File: src/rtl/imem_loadable.sv
// imem_loadable: run-time loadable instruction memory for the single-cycle
// LEGv8 core. After reset it zero-fills every word. It then accepts a program
// image over a valid/ready stream. It serves combinational fetches only while
// `ready` is high.
//
// Ports:
//   clk, reset           - single clock; synchronous active-high reset
//   addr / q             - fetch word address / instruction (0 unless ready)
//   ready                - fetch data valid (IDLE only)
//   load_start, load_len - start a load of load_len words at word 0 (IDLE only;
//                          load_len must be 1..DEPTH or the request is dropped)
//   prog_valid/prog_data - program word stream
//   prog_ready           - a word is accepted this cycle (LOAD only)
//   load_busy            - high while clearing or loading
//   load_done            - one-cycle pulse on the first IDLE cycle after a load
module imem_loadable #(
  parameter int unsigned DATA_WIDTH = 32,
  parameter int unsigned ADDR_WIDTH = 6
) (
  input  logic                  clk,
  input  logic                  reset,
  input  logic [ADDR_WIDTH-1:0] addr,
  output logic [DATA_WIDTH-1:0] q,
  output logic                  ready,
  input  logic                  load_start,
  input  logic [ADDR_WIDTH:0]   load_len,
  input  logic                  prog_valid,
  input  logic [DATA_WIDTH-1:0] prog_data,
  output logic                  prog_ready,
  output logic                  load_busy,
  output logic                  load_done
);

  localparam int unsigned DEPTH = 2**ADDR_WIDTH;
  // DEPTH expressed in the width of load_len, for the range check.
  localparam logic [ADDR_WIDTH:0] DEPTH_LEN = {1'b1, {ADDR_WIDTH{1'b0}}};

  typedef enum logic [1:0] {
    S_CLEAR,
    S_IDLE,
    S_LOAD
  } state_e;

  state_e                state_q, state_d;
  logic [ADDR_WIDTH-1:0] ptr_q, ptr_d;
  logic [ADDR_WIDTH-1:0] len_m1_q, len_m1_d;
  logic                  done_q, done_d;

  logic [DATA_WIDTH-1:0] mem_q [DEPTH];
  logic                  mem_we;
  logic [DATA_WIDTH-1:0] mem_wdata;

  logic                  len_ok;
  logic [ADDR_WIDTH-1:0] len_m1_in;

  assign len_ok    = (load_len != '0) && (load_len <= DEPTH_LEN);
  assign len_m1_in = ADDR_WIDTH'(load_len - (ADDR_WIDTH + 1)'(1));

  always_comb begin
    state_d    = state_q;
    ptr_d      = ptr_q;
    len_m1_d   = len_m1_q;
    done_d     = 1'b0;
    mem_we     = 1'b0;
    mem_wdata  = prog_data;
    ready      = 1'b0;
    prog_ready = 1'b0;
    load_busy  = 1'b0;

    unique case (state_q)
      S_CLEAR: begin
        load_busy = 1'b1;
        mem_we    = 1'b1;
        mem_wdata = '0;
        if (ptr_q == '1) begin
          state_d = S_IDLE;
          ptr_d   = '0;
        end else begin
          ptr_d = ptr_q + ADDR_WIDTH'(1);
        end
      end

      S_IDLE: begin
        ready = 1'b1;
        if (load_start && len_ok) begin
          state_d  = S_LOAD;
          ptr_d    = '0;
          len_m1_d = len_m1_in;
        end
      end

      S_LOAD: begin
        prog_ready = 1'b1;
        load_busy  = 1'b1;
        if (prog_valid) begin
          mem_we = 1'b1;
          // Completion is judged against len_m1 so a full-depth load ends at
          // ptr == DEPTH-1 without wrapping back to word 0.
          if (ptr_q == len_m1_q) begin
            state_d = S_IDLE;
            ptr_d   = '0;
            done_d  = 1'b1;
          end else begin
            ptr_d = ptr_q + ADDR_WIDTH'(1);
          end
        end
      end

      default: begin
        state_d = S_CLEAR;
        ptr_d   = '0;
      end
    endcase
  end

  always_ff @(posedge clk) begin
    if (reset) begin
      state_q  <= S_CLEAR;
      ptr_q    <= '0;
      len_m1_q <= '0;
      done_q   <= 1'b0;
    end else begin
      state_q  <= state_d;
      ptr_q    <= ptr_d;
      len_m1_q <= len_m1_d;
      done_q   <= done_d;
    end
  end

  // Storage has no reset; CLEAR writes every word before the first fetch.
  always_ff @(posedge clk) begin
    if (mem_we && !reset) begin
      mem_q[ptr_q] <= mem_wdata;
    end
  end

  assign q         = ready ? mem_q[addr] : '0;
  assign load_done = done_q;

endmodule

File: config.mk
export PLATFORM = sky130hd
export DESIGN_NAME = imem_loadable
export DESIGN_NICKNAME = d
export VERILOG_FILES = /design/src/rtl/imem_loadable.sv
export SDC_FILE = /design/constraint.sdc
export NUM_CORES = 2
export LEC_CHECK = 0
export BUFFER_PORTS_ARGS = -buffer_cell sky130_fd_sc_hd__buf_4
export CAP_MARGIN = 5
export CELL_PAD_IN_SITES_DETAIL_PLACEMENT = 1
export CELL_PAD_IN_SITES_GLOBAL_PLACEMENT = 2
export CORE_MARGIN = 4
export CORE_UTILIZATION = 54
export DETAILED_ROUTE_END_ITERATION = 16
export PLACE_DENSITY_LB_ADDON = 0.12
export RECOVER_POWER = 50
export SLEW_MARGIN = 20
export SYNTH_ARGS = -nofsm -noshare
export SYNTH_HDL_FRONTEND = slang
export SYNTH_SLANG_ARGS = --single-unit
File: constraint.sdc
create_clock -name clk -period 8.1 [get_ports clk]
set_input_delay 0.405 -clock clk [delete_from_list [all_inputs] [get_ports clk]]
set_output_delay 0.405 -clock clk [all_outputs]
set_load 0.02 [all_outputs]
* Word-level counts from Yosys, hierarchy flattened
Memories as Yosys holds them, arrays and structs flattened.
Index checks and enable logic that the tools add are counted.
** Storage, ports and cells
- Memories kept :: 1
- Input port bits :: 49
- Bits in registers :: 15
- Output and inout bits :: 36
- Memory bits (writable) :: 2048
** Cells by class
- Multiplexer cells :: 20
- Equality and inequality tests :: 8
- Order comparisons :: 1
- Bitwise operators :: 2
- Add/subtract/negate cells :: 2
- Reduce and logical (&&, ||, !) cells :: 11
** Memories
- mem_q :: depth 64, width 32, read ports 1, clocked after Yosys merged registers in 0, write ports 1, RTL line 49 : logic [DATA_WIDTH-1:0] mem_q [DEPTH];
** Operators by type and width (number)
- two-way mux 32 bit :: 2
- two-way mux 6 bit :: 4
- one-hot mux 6 bit (3 select lines) :: 1
- two-way mux 2 bit :: 4
- inequality test 2 bit (second input constant) :: 4
- <= comparator 7 bit (second input constant) :: 1
- two-way mux 1 bit :: 7
- nonzero test 7 bit :: 1
- adder 6 x 1 -> 6 bit (second input constant) :: 1
- == test 6 bit :: 1
- == test 6 bit (second input constant) :: 1
- one-hot mux 2 bit (3 select lines) :: 1
- subtractor 6 x 1 -> 6 bit (second input constant) :: 1
- AND reduction 2 bit :: 2
- AND reduction 4 bit :: 1
- logical AND 1 bit :: 3
- OR reduction 3 bit :: 1
- == test 2 x 1 -> 1 bit (second input constant) :: 1
- == test 2 bit (second input constant) :: 1
- zero test 2 bit :: 1
- NOT 1 bit :: 2
- one-hot mux 1 bit (2 select lines) :: 1
- OR reduction 2 bit :: 1
- zero test 1 bit :: 1

* Logic depth before layout (Yosys ltp)
- Depth after elaboration :: 5
- Depth in mapped cells :: 10
- Gate-level depth less buffers :: 7

* Worst setup path before layout
OpenSTA, ideal clock, no wires.
- Path kind :: in2reg
- Start point :: in reset
- End point :: mem mem_q[31][0], enable pin
- Data arrival time :: 2766 ps
- Stages :: 4
- Slack :: 4913 ps
- Data required time :: 7679 ps
- Cell sequence :: clkbuf_1 > nor4b_1 > nand3_1 > nor2_1
** On the way
- Longest elaborated chain between the ends :: 4
** Ends and longest elaborated chain
- from (decl) :: RTL line 21 : input logic reset,
- zero test 1 bit :: RTL line 132 : if (mem_we && !reset) begin
- logical AND 1 bit :: RTL line 132
- two-way mux 1 bit :: RTL line 132
- two-way mux 1 bit (implied by the code) :: RTL line 133 : mem_q[ptr_q] <= mem_wdata;
- to (decl) :: RTL line 49
Every way passes these cells.

* Worst setup path in the final report
- Start point :: reg state_q[0]
- End point :: mem mem_q[25][13], data pin
** On the way
- Longest elaborated chain between the ends :: 2
** Ends and longest elaborated chain
- from (decl) :: RTL line 44 : state_e state_q, state_d;
- from (signal assigned) :: RTL line 123 : state_q <= state_d;
- zero test 2 bit :: RTL line 70 : unique case (state_q)
- two-way mux 32 bit :: RTL line 70
- named net mem_wdata[13] :: RTL line 51 : logic [DATA_WIDTH-1:0] mem_wdata;
The timed path passes the listed nets, and every way through them passes these cells.

==> metrics.txt <==
DR iter-0 viols ~5700; Worst Slack Setup Final 1800 ps; first-pass GRT wire length 330000 µm; Post-synth EDFFs 2048; Post-Synth Adder-Cell Area 0.0473%; Pwr per Cell Area between 200 and 250 nW/µm²; multiplexer share of the synthesized area 15.1%; Syn Std Cell Area 79400 µm²; die area 153000 µm²; peak supply drop roughly 0.23 mV; fin cells between 5000 and 6000; crit path time final between 6000 and 7000 ps; Worst-path clk slew ~60 ps; Synth Net Count 3704; nets 3949; Vias ~41000; CP Data Required Time 8190 ps; HPWL Detailed 129000 µm; Yosys reg bits ~2100; CP Max Fanout 64; mean post-synth cell area 21.7 µm²; IO Port Bufs 84; share of layout cells above drive strength 1 25.8%; area post-placement 83300 µm²; RePlAce Congestion 0.814; post-synth top area cell edfxtp_1; Setup Fix Bufs, Post-CTS 0; DIE HEIGHT 392 µm; pre-CTS setup slack ~3500 ps; failing checks capacitance limit, slew limit; die width 392 µm; CP dominant cell by count clkbuf_1; I/O pin count between 80 and 90; max-slew violation count 1989; Min-Delay Path Class input pin to flip-flop; met3 usage 5.49%; root buf cell clkbuf_16; Fin. Hold Viols 0; FP Rows 140; Worst-Margin Slew 4450 ps; Critical Path AT 6390 ps; Setup crit start kind flip-flop; DRC violations left 0; core area 146000 µm²; Synth Area in XOR/XNOR less than 1%; number of distinct library cells after synthesis 58; setup TNS 0 ps; relative slew slack -196%; most numerous cell in the Yosys netlist edfxtp_1; slowest CP cell clkbuf_1; DRT antenna net count 0; gr busiest metal met2; Synth Area in Compound Gates 3.13%; Setup CP Type flip-flop to flip-flop; max cap viols 32; CTS max path bufs 3; sequential-to-total area share from yosys stat ~80%; crit-path cells nor2_1, clkbuf_1, nor2b_4, clkbuf_1; area share of the largest cell type after synthesis 77.4%; Initial Util 54.4%; largest net degree at the start of global routing 110; Placed Instances 5598; post-synthesis simple-gate area fraction roughly 2.4%; largest family of logic cells by synthesized area multiplexers; number of global-route vias before repair ~43000; Syn Inst Count 3652; status complete, but fails checks; CTS resizes 0; CTS tree yes; count of final setup violators 0; GRT overflow 0; Peak Freq 0.159 GHz; period utilisation layout 77.8%; H-tree lvl count 4; CTS Buf Count a little over 200; Routed WL 235000 µm; leading post-synthesis cells by cell area edfxtp_1 77%, mux4_2 13%, mux2i_1 2.2%; total track usage 31.3%; YS warnings 0; P_leak 28.7 nW; ys async rst share 0%; clk_skew 17.5 ps; number of fill cells in the layout 11800; synth cell count leaders 2048 x edfxtp_1, 449 x mux4_2, 171 x mux2i_1, 127 x a22oi_1, 106 x nor2_1; DR WL/cell a little under 40 µm; largest stage delay on the critical path 2470 ps; first-pass iteration count of the detailed router 5; CTS Sinks 2063; top_reg_cell synth edfxtp_1; Skew-Pair Late Insertion Delay 820 ps; Area Growth Syn to Fin 12.8%; CP endpoint kind flip-flop; post-route cell area 89600 µm²; antenna violations before repair 6; met1 Usage GRT 44.6%; RSZ-0062 raised after global routing no; overall power 22.3 mW; grt met2 use 49.4%; vias per cell 6.88
==> power breakdown <==
part / internal, mW / switching, mW
Clock: 5.16 / 3.92
Combinational: 0.405 / 0.888
Sequential: 11.9 / 0.0284
Total: 17.5 / 4.84
==> cells in the final DEF (no fill, tap or decap), types with 58 or more instances in the layout <==
cell	instances
a22oi_1	127
nand3_1	58
mux4_2	449
mux2i_1	171
clkbuf_1	72
buf_4	184
nor2_4	64
edfxtp_1	2048
clkbuf_16	209
nand2_1	82
==> worst paths after layout <==
check	start	end	slack, ps	cells past startpoint
max	state_q[0]	mem_q[25][13]	1800	4
min	load_start	state_q[0]	60	4
max reg2reg	state_q[0]	mem_q[25][13]	1800	4
min reg2reg	len_m1_q[1]	len_m1_q[1]	480	2
==> logic make-up (layout without fill, tap and decap cells) <==
family                   Yosys count  in the layout
other                              0              3
flip-flops                      2063           2063
multiplexers                     636            636
buffers and inverters            208            605
XOR/XNOR                          10             10
AO/OA/AOI/OAI                    345            345
adder cells (fa/ha/maj)            3              3
AND/OR/NAND/NOR                  387            387
==> state kept, by name (all words and copies together) (netlist names) <==
register	count
len_m1_q	6
ptr_q	6
state_q	2
load_done	1
mem_q	2048
==> critical path, delay by kind of cell (launching register included) <==
family                 cells  cell delay, ps
buffers and inverters      2            3990
DFF                        1             550
and+or+nand+nor            2             690
==> what timing repair did <==
action	in CTS	in global routing
endpoints found under the hold margin	15	0
hold buffers	8	0
setup endpoints to repair	0	0
==> per-stage QoR <==
stage | hold WS [ps] | util, %
floorplan | 449 | -
global placement | 478 | 57.1
detailed placement | 479 | 57.1
CTS | 12.4 | 61.5
global route | 75.2 | 61.4
finish | 62.6 | 61.4
==> layout make-up <==
cell class / count / area (µm²) / share of cell area (%)
clock inverters: 115 / 965 / 1.08
well taps: 1917 / 2400 / 2.68
inverters: 8 / 30.0 / 0.0335
clock buffers: 244 / 5360 / 5.98
repair buffers: 238 / 1770 / 1.97
multi-input cells: 1381 / 17300 / 19.3
diodes: 3 / 7.51 / 0.00838
flip-flops and latches: 2063 / 61800 / 69.0
==> per-layer routing <==
metal	routed length (µm)	part of all wire (%)
met3	22300	9.5
met1	90600	39
met4	9730	4.1
met2	113000	48
met5	0	0
Power figures use the tool's default switching activity.
